<file path="src/rtl/muldiv_if.sv">
// Handshake and HI/LO access bundle between the pipeline and the sequential
// multiply/divide unit.
interface muldiv_if #(parameter int WIDTH = 32);
  logic             start;
  logic [1:0]       op;
  logic [WIDTH-1:0] X;
  logic [WIDTH-1:0] Y;
  logic             hi_we;
  logic             lo_we;
  logic [WIDTH-1:0] wdata;
  logic             busy;
  logic             done;
  logic             div_zero;
  logic [WIDTH-1:0] HI;
  logic [WIDTH-1:0] LO;

  modport master (
    output start, op, X, Y, hi_we, lo_we, wdata,
    input  busy, done, div_zero, HI, LO
  );

  modport slave (
    input  start, op, X, Y, hi_we, lo_we, wdata,
    output busy, done, div_zero, HI, LO
  );
endinterface

</file>
<file path="src/rtl/muldiv_unit.sv">
// Sequential MULT/MULTU/DIV/DIVU engine with architectural HI/LO registers.
// Works on operand magnitudes for WIDTH iterations, then fixes signs in one extra cycle.
module muldiv_unit #(
  parameter int WIDTH = 32
) (
  input logic     clk,
  input logic     rst_n,
  muldiv_if.slave bus
);

  localparam int CW = $clog2(WIDTH);
  localparam int AW = 2 * WIDTH + 1;

  typedef enum logic [1:0] {IDLE, RUN, FIX} state_t;
  typedef enum logic [1:0] {OP_MULT, OP_MULTU, OP_DIV, OP_DIVU} op_t;

  state_t           state;
  op_t              op_q;
  logic [CW-1:0]    cnt;
  logic [AW-1:0]    acc;
  logic [WIDTH-1:0] b_mag;
  logic [WIDTH-1:0] x_raw;
  logic             y_zero;
  logic             neg_res;
  logic             neg_rem;
  logic [WIDTH-1:0] hi_q;
  logic [WIDTH-1:0] lo_q;
  logic             busy_q;
  logic             done_q;
  logic             dz_q;

  // Operand conditioning, only meaningful while IDLE samples a start.
  logic             in_signed;
  logic             x_neg;
  logic             y_neg;
  logic [WIDTH-1:0] x_mag;
  logic [WIDTH-1:0] y_mag;

  always_comb begin
    in_signed = ~bus.op[0];
    x_neg     = in_signed & bus.X[WIDTH-1];
    y_neg     = in_signed & bus.Y[WIDTH-1];
    x_mag     = x_neg ? -bus.X : bus.X;
    y_mag     = y_neg ? -bus.Y : bus.Y;
  end

  // One iteration of either algorithm. The low half of acc starts as the
  // multiplier (shifted out LSB first) or the dividend (shifted out MSB first).
  logic             is_div;
  logic [WIDTH:0]   mul_sum;
  logic [AW-1:0]    mul_next;
  logic [AW-1:0]    shl;
  logic [WIDTH:0]   trial;
  logic [AW-1:0]    div_next;
  logic [AW-1:0]    acc_next;

  // NOTE: every variable assigned in always_comb gets a value on every path,
  // otherwise synthesis infers a latch to hold the old value.
  always_comb begin
    is_div   = (op_q == OP_DIV) || (op_q == OP_DIVU);
    mul_sum  = {1'b0, acc[2*WIDTH-1:WIDTH]} + (acc[0] ? {1'b0, b_mag} : '0);
    mul_next = {1'b0, mul_sum, acc[WIDTH-1:1]};
    shl      = acc << 1;
    // Partial remainder is < 2*divisor, so bit WIDTH of trial is the borrow.
    trial    = shl[AW-1:WIDTH] - {1'b0, b_mag};
    div_next = trial[WIDTH] ? shl : {trial, shl[WIDTH-1:1], 1'b1};
    acc_next = is_div ? div_next : mul_next;
  end

  logic [2*WIDTH-1:0] prod;
  logic [WIDTH-1:0]   quo;
  logic [WIDTH-1:0]   rem;

  always_comb begin
    prod = acc[2*WIDTH-1:0];
    quo  = acc[WIDTH-1:0];
    rem  = acc[2*WIDTH-1:WIDTH];
    if (neg_res) begin
      prod = -prod;
      quo  = -quo;
    end
    if (neg_rem) begin
      rem = -rem;
    end
  end

  // NOTE: sequential state uses non-blocking assignments so every register
  // samples pre-edge values regardless of statement order.
  always_ff @(posedge clk or negedge rst_n) begin
    if (!rst_n) begin
      state   <= IDLE;
      op_q    <= OP_MULT;
      cnt     <= '0;
      acc     <= '0;
      b_mag   <= '0;
      x_raw   <= '0;
      y_zero  <= 1'b0;
      neg_res <= 1'b0;
      neg_rem <= 1'b0;
      hi_q    <= '0;
      lo_q    <= '0;
      busy_q  <= 1'b0;
      done_q  <= 1'b0;
      dz_q    <= 1'b0;
    end else begin
      done_q <= 1'b0;
      unique case (state)
        IDLE: begin
          if (bus.hi_we) hi_q <= bus.wdata;
          if (bus.lo_we) lo_q <= bus.wdata;
          if (bus.start) begin
            op_q    <= op_t'(bus.op);
            acc     <= {{(WIDTH+1){1'b0}}, x_mag};
            b_mag   <= y_mag;
            x_raw   <= bus.X;
            y_zero  <= (bus.Y == '0);
            neg_res <= x_neg ^ y_neg;
            neg_rem <= x_neg;
            dz_q    <= 1'b0;
            cnt     <= '0;
            busy_q  <= 1'b1;
            state   <= RUN;
          end
        end
        RUN: begin
          acc <= acc_next;
          if (cnt == CW'(WIDTH - 1)) begin
            state <= FIX;
          end else begin
            cnt <= cnt + 1'b1;
          end
        end
        FIX: begin
          if (is_div) begin
            if (y_zero) begin
              lo_q <= '1;
              hi_q <= x_raw;
              dz_q <= 1'b1;
            end else begin
              lo_q <= quo;
              hi_q <= rem;
            end
          end else begin
            hi_q <= prod[2*WIDTH-1:WIDTH];
            lo_q <= prod[WIDTH-1:0];
          end
          busy_q <= 1'b0;
          done_q <= 1'b1;
          state  <= IDLE;
        end
        default: state <= IDLE;
      endcase
    end
  end

  assign bus.busy     = busy_q;
  assign bus.done     = done_q;
  assign bus.div_zero = dz_q;
  assign bus.HI       = hi_q;
  assign bus.LO       = lo_q;

endmodule

</file>
<file path="src/flat_wrapper.sv">
// flat-port wrapper written by rule: the top's interface ports become plain ports
module muldiv_unit_flat 
#(
  parameter int WIDTH = 32
)
  (clk, rst_n, bus_start, bus_op, bus_X, bus_Y, bus_hi_we, bus_lo_we, bus_wdata, bus_busy, bus_done, bus_div_zero, bus_HI, bus_LO);
  muldiv_if #(.WIDTH(WIDTH)) bus_i ();
  input logic clk;
  input logic rst_n;
  input wire logic [$bits(bus_i.start)-1:0] bus_start;
  input wire logic [$bits(bus_i.op)-1:0] bus_op;
  input wire logic [$bits(bus_i.X)-1:0] bus_X;
  input wire logic [$bits(bus_i.Y)-1:0] bus_Y;
  input wire logic [$bits(bus_i.hi_we)-1:0] bus_hi_we;
  input wire logic [$bits(bus_i.lo_we)-1:0] bus_lo_we;
  input wire logic [$bits(bus_i.wdata)-1:0] bus_wdata;
  output wire logic [$bits(bus_i.busy)-1:0] bus_busy;
  output wire logic [$bits(bus_i.done)-1:0] bus_done;
  output wire logic [$bits(bus_i.div_zero)-1:0] bus_div_zero;
  output wire logic [$bits(bus_i.HI)-1:0] bus_HI;
  output wire logic [$bits(bus_i.LO)-1:0] bus_LO;
  assign bus_i.start = bus_start;
  assign bus_i.op = bus_op;
  assign bus_i.X = bus_X;
  assign bus_i.Y = bus_Y;
  assign bus_i.hi_we = bus_hi_we;
  assign bus_i.lo_we = bus_lo_we;
  assign bus_i.wdata = bus_wdata;
  assign bus_busy = bus_i.busy;
  assign bus_done = bus_i.done;
  assign bus_div_zero = bus_i.div_zero;
  assign bus_HI = bus_i.HI;
  assign bus_LO = bus_i.LO;
  muldiv_unit #(.WIDTH(WIDTH)) u_core (.clk(clk), .rst_n(rst_n), .bus(bus_i));
endmodule
</file>
<file path="config.mk">
export PLATFORM = sky130hd
export DESIGN_NAME = muldiv_unit_flat
export DESIGN_NICKNAME = d
export VERILOG_FILES = /design/src/rtl/muldiv_if.sv /design/src/rtl/muldiv_unit.sv /design/src/flat_wrapper.sv
export SDC_FILE = /design/constraint.sdc
export NUM_CORES = 1
export LEC_CHECK = 0
export ABC_AREA = 1
export BUFFER_PORTS_ARGS = -buffer_cell sky130_fd_sc_hd__buf_2
export CAP_MARGIN = 20
export CORE_ASPECT_RATIO = 2
export CORE_MARGIN = 2
export CORE_UTILIZATION = 55
export DETAILED_ROUTE_END_ITERATION = 16
export GPL_TIMING_DRIVEN = 0
export PLACE_DENSITY = 0.76
export SYNTH_ARGS = -nofsm -noshare
export SYNTH_HDL_FRONTEND = slang
export SYNTH_SLANG_ARGS = --single-unit
</file>
<file path="constraint.sdc">
create_clock -name clk -period 6.5 [get_ports clk]
set_clock_uncertainty 0.1 [all_clocks]
set_input_delay 1.3 -clock clk [delete_from_list [all_inputs] [get_ports clk]]
set_output_delay 1.3 -clock clk [all_outputs]
set_load 0.01 [all_outputs]
</file>
==> metrics.md, run 1 <==
| Metric | Value |
|---|---|
| Status | `did not finish` |
| Last step reached | `5_1_grt` |
| Tool error | `[ERROR GRT-0116] Global routing finished with congestion. Check the congestion regions in the DRC Viewer.` |
| #FFs+latches synth | `206` |
| Gr ovfl total | `126` |
| CTS Sinks | `206` |
| Hold-fix buffers at CTS | `0` |
| Avg Cell Area, Syn | `5.859 sq um` |
| Mapped Area | `19,570 sq um` |
| H-tree depth | `1` |
| Total Routing Usage GR | `0.6477` |
| Pin count of the biggest net entering global routing | `121` |
| Area contributors post-synth | `dfrtp_1 (26%), nand2_1 (21%), inv_1 (8.2%)` |
| Sequential share of the synthesized area | `0.2634` |
| Ys Warns | `0` |
| Netlist cell types | `53` |
| Placed instance count | `3,956` |
| Post-synthesis async set-or-reset flop share | `1.000` |
| CTS Buf Count | `22` |
| CTS max path bufs | `3` |
| Gpl congestion | `1.117` |
| Vias in the first global route | `26.14k` |
| Post-CTS sizing | `0` |
| Root Buffer | `clkbuf_16` |
| First-pass GRT wire length | `177,400 um` |
| EDFF count, synth | `0` |
| Die X | `137.4 um` |
| Io pins | `170` |
| Main synth FF type | `dfrtp_1` |
| Row count | `97` |
| Cells after Synth | `3,340` |
| Synth Net Count | `3,515` |
| Post-synth top area cell | `dfrtp_1` |
| Hpwl dp | `80,340 um` |
| IO Port Bufs | `169` |
| Buffers inserted by post-CTS timing repair | `0` |
| Starting Density | `0.5579` |
| Yosys top cell area share | `0.2634` |
| Die Y | `270.8 um` |
[metrics by stage]
| stage | worst slack, ps | util | instance area, sq um |
|---|---|---|---|
| CTS | 2693 | 0.6221 | 21820 |
| detailed placement | 2719 | 0.5993 | 21020 |
| global placement | 636.8 | 0.5979 | 20970 |
| floorplan | 3693 | - | 19570 |
[routing by layer]
metal | overflow | GRT usage
met1 | 0 | 0.6372
met2 | 65 | 0.8797
met3 | 1 | 0.3873
met4 | 59 | 0.6888
met5 | 1 | 0.02917
[synthesized netlist by cell type, types with 4 or more instances]
master    count
nor3_1       27
inv_2         4
nor2_1      382
nand3b_1     19
nand3_1     251
a31oi_1      27
xnor2_1      18
buf_6         4
o21bai_1     14
inv_1       426
dfrtp_1     206
buf_1        16
buf_2        16
nand2_1    1103
a22oi_1       7
o21ai_0     233
nor2_2       15
clkbuf_1     90
or2_2         8
nand2_2      14
and2_1        8
a21o_1        6
o22a_1        5
nor3_2        4
o211ai_1      8
o21ai_1      14
xor2_1       39
o221ai_1      5
ha_1         70
nand4_1      42
a21oi_1     217
[logic make-up after synthesis]
kind of cell / count (synthesis) / share of synthesized area
simple gates: 1887 / 0.3993
fa+ha+maj: 72 / 0.04680
xor+xnor: 57 / 0.02551
buf+inv: 559 / 0.1100
flops: 206 / 0.2634
compound gates: 559 / 0.1550
==> run 2: changes to the inputs <==
--- a/config.mk
+++ b/config.mk
@@ -8,12 +8,11 @@
 export ABC_AREA = 1
 export BUFFER_PORTS_ARGS = -buffer_cell sky130_fd_sc_hd__buf_2
 export CAP_MARGIN = 20
-export CORE_ASPECT_RATIO = 2
 export CORE_MARGIN = 2
-export CORE_UTILIZATION = 55
+export CORE_UTILIZATION = 40
 export DETAILED_ROUTE_END_ITERATION = 16
 export GPL_TIMING_DRIVEN = 0
-export PLACE_DENSITY = 0.76
+export PLACE_DENSITY_LB_ADDON = 0.15
 export SYNTH_ARGS = -nofsm -noshare
 export SYNTH_HDL_FRONTEND = slang
 export SYNTH_SLANG_ARGS = --single-unit
==> metrics.md, run 2 <==
| Metric | Value |
|---|---|
| Status | `complete, no violations` |
| Synth Net Count | `3,515` |
| Vias in the first global route | `20.38k` |
| Total die area | `50,710 sq um` |
| PD cells | `631.2 nW/um^2` |
| Final-report max-slew violation count | `0` |
| Gpl congestion | `1.029` |
| Post-synthesis async set-or-reset flop share | `1.000` |
| Buffers inserted by post-CTS timing repair | `0` |
| Worst Hold Class | `flip-flop to flip-flop` |
| Commonest non-fill, non-tap cell in the layout | `nand2_1` |
| R2r worst-path depth | `19` |
| EDFF count, synth | `0` |
| Pin count of the biggest net entering global routing | `118` |
| Count leader, synth | `nand2_1` |
| Top reg by flops | `u_core.acc` |
| Setup crit end | `u_core.acc[57]$_DFFE_PN0P_` |
| Fillers | `5,455` |
| RSZ-0062 raised after global routing | `no` |
| Flop-to-flop setup slack | `2830 ps` |
| Final worst setup slack | `2832 ps` |
| Non-filler instance count after layout | `4,178` |
| Fin crit period | `3668 ps` |
| Ys Warns | `0` |
| Final hold violation count | `0` |
| Routed WL | `86,980 um` |
| Hpwl dp | `70,660 um` |
| Post-CTS sizing | `0` |
| Reg-to-reg critical path endpoint | `u_core.acc[57]$_DFFE_PN0P_` |
| Root Buffer | `clkbuf_16` |
| Worst slew margin | `0.2159` |
| CP max stage cell | `dfrtp_1` |
| CTS Buf Count | `25` |
| Critical path class | `flip-flop to flip-flop` |
| Yosys top cell area share | `0.2634` |
| Final Core Density | `0.4546` |
| Hold-fix buffers at CTS | `0` |
| Cell family with most CP delay | `simple AND/OR/NAND/NOR gates` |
| First-pass GRT wire length | `128,100 um` |
| Crit path buf inv count | `3` |
| CTS Sinks | `206` |
| NumNets Final | `3,712` |
| Avg Cell Area, Syn | `5.859 sq um` |
| Initial antenna violation count | `2` |
| Worst path depth | `19` |
| CP Cell Sequence | `inv_1, ha_1, fa_1, inv_1, nand2_1, nand2_1, nand3_1, nand2_2, nand2_1, nand2_2, nand2_2, nand2_2, nand2_2, nand2_4, buf_6, nand3_1, nand2_1, nand2_1, nand2_1` |
| CTS tree | `built` |
| Max reg flops | `64` |
| Area contributors post-synth | `dfrtp_1 (26%), nand2_1 (21%), inv_1 (8.2%)` |
| Row count | `81` |
| Clk slew on worst S/H paths | `70 ps` |
| Placed instance count | `4,132` |
| Commonest non-fill, non-tap cells in the layout | `nand2_1 (1,103), inv_1 (426), nor2_1 (382)` |
| Slew of the pin with the lowest slew margin | `1172 ps` |
| Post-DR wirelength/cell | `20.82 um` |
| H-tree depth | `1` |
| Critical path endpoint category | `flip-flop` |
| Total Routing Usage GR | `0.3359` |
| Io pins | `170` |
| DR iter-0 viols | `2,725` |
| Worst r2r src | `u_core.acc[31]$_DFFE_PN0P_` |
| Critical path fanouts, max | `10` |
| Hold WS | `365.4 ps` |
| IO Port Bufs | `169` |
| #FFs+latches synth | `206` |
| Max Cap Violations | `0` |
| Sum Neg Setup Slack | `0 ps` |
| Die Y | `225.2 um` |
| Pleak | `11.51 nW` |
| Peak supply drop | `0.0002347 V` |
| Period Utilization, post-route | `0.5643` |
| Mapped Area | `19,570 sq um` |
| Starting Density | `0.4023` |
| Fraction of layout cells with a size suffix above 1 | `0.08270` |
| Setup-failing EPs final | `0` |
| Initial DRT Pass Iterations | `6` |
| Worst setup SP type | `flip-flop` |
| Sequential share of the synthesized area | `0.2634` |
| Core area | `48,650 sq um` |
| Area Growth Syn to Fin | `13.01%` |
| Die X | `225.2 um` |
| Antenna Violating Nets Remaining | `0` |
| Critical Path AT | `4080 ps` |
| Commonest cells in the netlist | `nand2_1 (1,103), inv_1 (426), nor2_1 (382)` |
| Gr ovfl total | `0` |
| Crit path top cell by count | `nand2_1` |
| Setup crit start | `u_core.acc[31]$_DFFE_PN0P_` |
| Fmax | `0.2726 GHz` |
| CTS max path bufs | `3` |
| CP required | `6920 ps` |
| Via Count | `23.15k` |
| Max stage delay on crit path | `650 ps` |
| Netlist cell types | `53` |
| Placement Setup Slack | `2974 ps` |
| Post-synth top area cell | `dfrtp_1` |
| Post-route DRC | `0` |
| Main synth FF type | `dfrtp_1` |
| Worst-Skew Late Latency | `570 ps` |
| Vias per inst | `5.540` |
| Cells after Synth | `3,340` |
run 2: cell counts after synthesis:
Identical to the previous run, type by type.
run 2: layer usage:
| layer | vias to the layer above | part of all wire | track usage |
|---|---|---|---|
| met5 | - | 0 | 0 |
| met2 | 1211 | 0.41 | 0.4859 |
| met1 | 10700 | 0.45 | 0.5027 |
| met3 | 145 | 0.12 | 0.06741 |
| li1 | 11090 | - | - |
| met4 | 0 | 0.029 | 0.09165 |
run 2: cell type report:
cell class	count	area (sq um)	area share
multi-input cells	2575	12260	0.5544
flip-flops and latches	206	5155	0.2331
inverters	431	1618	0.07315
diodes	1	2.502	0.0001131
clock inverters	15	207.7	0.009391
plain buffers	128	535.5	0.02421
repair buffers	170	883.3	0.03994
clock buffers	30	674.4	0.03049
well taps	622	778.2	0.03519
run 2: power by group:
group / total, mW / switching [mW] / internal [mW]
Clock: 1.54 / 0.629 / 0.907
Combinational: 9.59 / 6.57 / 3.03
Sequential: 2.83 / 0.904 / 1.93
run 2: through the flow:
stage                     instance area (sq um)  total power, mW
after floorplan                           19570            8.839
after global placement                    21190            12.02
after detailed placement                  21230            12.05
after CTS                                 22110            13.61
after global routing                      22110            15.04
final                                     22120            13.96
run 2: worst min path at each step:
stage / cells past startpoint / startpoint / slack, ps / to
2_1_floorplan: 2 / u_core.x_raw[11]$_DFFE_PN0P_ / 350 / u_core.x_raw[11]$_DFFE_PN0P_
6_report: 2 / u_core.bus.busy$_DFFE_PN0P_ / 370 / u_core.bus.busy$_DFFE_PN0P_
3_3_place_gp: 2 / u_core.bus.busy$_DFFE_PN0P_ / 350 / u_core.bus.busy$_DFFE_PN0P_
4_1_cts: 2 / u_core.bus.busy$_DFFE_PN0P_ / 370 / u_core.bus.busy$_DFFE_PN0P_
5_1_grt: 2 / u_core.bus.busy$_DFFE_PN0P_ / 420 / u_core.bus.busy$_DFFE_PN0P_
3_5_place_dp: 2 / u_core.bus.busy$_DFFE_PN0P_ / 360 / u_core.bus.busy$_DFFE_PN0P_
run 2: cells by family (layout without fill, tap and decap cells):
family,count (synthesis),count (layout),share of synthesized area
AO/OA/AOI/OAI,559,559,0.1550
adder cells (fa/ha/maj),72,72,0.04680
buffers and inverters,559,774,0.1100
XOR/XNOR,57,57,0.02551
flip-flops,206,206,0.2634
AND/OR/NAND/NOR,1887,1887,0.3993
other,0,1,0
run 2: worst reg2reg max path, stage by stage (launching register included):
cell	delay [ps]
dfrtp_1	650
inv_1	270
ha_1	340
fa_1	510
inv_1	110
nand2_1	50
nand2_1	70
nand3_1	90
nand2_2	120
nand2_1	90
nand2_2	140
nand2_2	120
nand2_2	100
nand2_2	60
nand2_4	130
buf_6	210
nand3_1	210
nand2_1	160
nand2_1	60
nand2_1	50
No activity file was read; power rests on OpenSTA's default activity.
==> run 3: changes to the inputs <==
--- a/config.mk
+++ b/config.mk
@@ -5,7 +5,7 @@
 export SDC_FILE = /design/constraint.sdc
 export NUM_CORES = 1
 export LEC_CHECK = 0
-export ABC_AREA = 1
+export ABC_AREA = 0
 export BUFFER_PORTS_ARGS = -buffer_cell sky130_fd_sc_hd__buf_2
 export CAP_MARGIN = 20
 export CORE_MARGIN = 2
==> constraint.sdc (replaced) <==
create_clock -name clk -period 3.1 [get_ports clk]
set_clock_uncertainty 0.1 [all_clocks]
set_input_delay 0.62 -clock clk [delete_from_list [all_inputs] [get_ports clk]]
set_output_delay 0.62 -clock clk [all_outputs]
set_load 0.01 [all_outputs]
==> metrics.md, run 3 <==
| Metric | Value |
|---|---|
| Total Routing Usage GR | `0.3118` |
| Core area | `39,730 sq um` |
| #FFs+latches synth | `206` |
| EDFF count, synth | `0` |
| Gpl congestion | `0.9750` |
| Max Cap Violations | `0` |
| CP required | `3440 ps` |
| Worst setup SP type | `flip-flop` |
| IO Port Bufs | `169` |
| Max stage delay on crit path | `400 ps` |
| Via Count | `16.95k` |
| Worst slew margin | `0.4015` |
| Yosys top cell area share | `0.3195` |
| Pin count of the biggest net entering global routing | `116` |
| Fraction of layout cells with a size suffix above 1 | `0.2274` |
| DR iter-0 viols | `1,541` |
| Initial antenna violation count | `0` |
| PD cells | `1273 nW/um^2` |
| Period Utilization, post-route | `1.045` |
| Area occupied by multi-input gates | `11,320 sq um` |
| Initial DRT Pass Iterations | `6` |
| Post-route cell area | `20,550 sq um` |
| Final worst setup slack | `-139.3 ps` |
| Commonest non-fill, non-tap cells in the layout | `nand2_1 (272), dfrtp_1 (191), o21ai_0 (188)` |
| Critical path endpoint category | `flip-flop` |
| RSZ-0062 raised after global routing | `yes` |
| Row count | `73` |
| Starting Density | `0.4060` |
| CP Cell Sequence | `inv_2, ha_2, a21oi_4, o22ai_4, a2111oi_4, a21oi_2, buf_6, a31oi_4, mux2i_4, nand2_4, mux2_4, a221o_1` |
| CTS Buf Count | `26` |
| Count leader, synth | `nand2_1` |
| Ys Warns | `0` |
| Die X | `204.8 um` |
| Fillers | `3,884` |
| Hpwl dp | `51,070 um` |
| Final-report max-slew violation count | `0` |
| Post-synth top area cell | `dfrtp_1` |
| Vias per inst | `6.075` |
| Area contributors post-synth | `dfrtp_1 (32%), o21ai_0 (6.6%), nand2_1 (6.5%)` |
| Sum Neg Setup Slack | `-1023 ps` |
| Critical path fanouts, max | `7` |
| Post-DP Area | `17,740 sq um` |
| Peak supply drop | `0.0005294 V` |
| Top reg by flops | `u_core.acc` |
| Worst Hold Class | `input pin to flip-flop` |
| Netlist cell types | `77` |
| Die Y | `204.8 um` |
| CTS max path bufs | `3` |
| Mapped Area | `16,130 sq um` |
| Antenna Violating Nets Remaining | `0` |
| First-pass GRT wire length | `99,440 um` |
| Total die area | `41,960 sq um` |
| CP max stage cell | `dfrtp_1` |
| Slew of the pin with the lowest slew margin | `891.7 ps` |
| Critical Path AT | `3570 ps` |
| Root Buffer | `clkbuf_16` |
| Status | `complete, but fails checks` |
| H-tree depth | `1` |
| Fmax | `0.3087 GHz` |
| Main synth FF type | `dfrtp_1` |
| Reg area | `5174 sq um` |
| Worst-Skew Late Latency | `570 ps` |
| Avg Cell Area, Syn | `8.115 sq um` |
| Synth Net Count | `2,163` |
| NumNets Final | `2,420` |
| Fin crit period | `3239 ps` |
| Sequential share of the synthesized area | `0.3195` |
| Clk slew on worst S/H paths | `60 ps` |
| Max reg flops | `64` |
| Post-synthesis async set-or-reset flop share | `1.000` |
| Pleak | `8.761 nW` |
| Routed WL | `66,830 um` |
| Area Growth Syn to Fin | `27.37%` |
| Vias in the first global route | `16.25k` |
| Gr ovfl total | `0` |
| Commonest cells in the netlist | `nand2_1 (281), o21ai_0 (214), dfrtp_1 (206)` |
| Failing checks | `setup timing` |
| Post-DR wirelength/cell | `23.95 um` |
| Commonest non-fill, non-tap cell in the layout | `nand2_1` |
| Design Power | `26.15 mW` |
| CTS tree | `built` |
| Antenna Cells | `0` |
| Cells after Synth | `1,988` |
| Io pins | `170` |
| CTS Sinks | `206` |
| Critical path class | `flip-flop to flip-flop` |
| Final hold violation count | `0` |
| Setup-failing EPs final | `19` |
| Post-route DRC | `0` |
run 3: cell types whose count changed after synthesis, moves of 35 or more:
| cell | change |
|---|---|
| a21oi_1 | -111 |
| inv_1 | -363 |
| mux2i_1 | +68 |
| nand2_1 | -822 |
| nand3_1 | -225 |
| nor2_1 | -266 |
| o211ai_1 | +35 |
| o22ai_1 | +39 |
| or3_1 | +38 |
| xnor2_1 | +75 |
| xor2_1 | +58 |
run 3: logic make-up after synthesis:
group | after synthesis | share of synthesized area
compound gates | 627 | 0.2461
xor+xnor | 190 | 0.1031
fa+ha+maj | 72 | 0.05677
buf+inv | 202 | 0.04739
flops | 206 | 0.3195
mux | 76 | 0.04777
simple gates | 615 | 0.1793
run 3: cell type report:
cell class / instances / share of cell area
multi-input combinational: 1580 / 0.5508
timing repair buffer: 238 / 0.07142
buffer: 130 / 0.03319
clock inverter: 15 / 0.01321
clock buffer: 33 / 0.03586
sequential: 206 / 0.2518
tap: 525 / 0.03197
inverter: 63 / 0.01175
run 3: stage by stage:
step	hold slack (ps)	instances	utilization	worst slack, ps
6_report	188.5	2790	0.5172	-139.3
3_3_place_gp	362.0	2682	0.4448	-2532
2_1_floorplan	224.4	1988	-	-233.9
3_5_place_dp	299.7	2685	0.4465	-1132
4_1_cts	170.3	2779	0.5043	-75.16
5_1_grt	187.1	2790	0.5172	-266.3
run 3: path summary, 6_finish.rpt:
kind                                              start                            end  slack, ps  depth (start not counted)
setup / recovery            u_core.b_mag[9]$_DFFE_PN0P_     u_core.acc[50]$_DFFE_PN0P_       -140                         12
hold / removal                                bus_op[1]     u_core.op_q[1]$_DFFE_PN0P_        190                          3
setup reg to reg            u_core.b_mag[9]$_DFFE_PN0P_     u_core.acc[50]$_DFFE_PN0P_       -140                         12
hold reg to reg            u_core.bus.LO[2]$_DFFE_PN0P_   u_core.bus.LO[2]$_DFFE_PN0P_        370                          2
max in group asynchronous                         rst_n  u_core.bus.HI[31]$_DFFE_PN0P_       1340                          4
min in group asynchronous                         rst_n    u_core.b_mag[8]$_DFFE_PN0P_        330                          2
run 3: worst max-delay path: cells and delay by family (launching register included):
family                   cells  cell delay, ps
AO/OA/AOI/OAI                6            1240
flip-flops                   1             400
AND/OR/NAND/NOR              1             150
adder cells (fa/ha/maj)      1             330
multiplexers                 2             660
buffers and inverters        2             250
run 3: where the power goes:
group	switching (mW)	internal, mW	total (mW)
Sequential	1.47	3.99	5.47
Clock	1.33	2.27	3.59
Combinational	9.92	7.17	17.1
run 3: layer usage:
metal / track usage / up-vias / share of wire
met2: 0.4827 / 763 / 0.44
met3: 0.04152 / 109 / 0.089
met5: 0 / - / 0
li1: - / 7726 / -
met1: 0.4567 / 8352 / 0.44
met4: 0.07842 / 0 / 0.024
run 3: timing repair:
item / in CTS / in global routing
resized for setup: 233 / 94
gates cloned: 1 / 1
hold buffers: 1 / 0
endpoints found under the setup margin: 79 / 86
pin swaps: 62 / 46
hold endpoints to repair: 1 / 0
setup buffers: 52 / 13
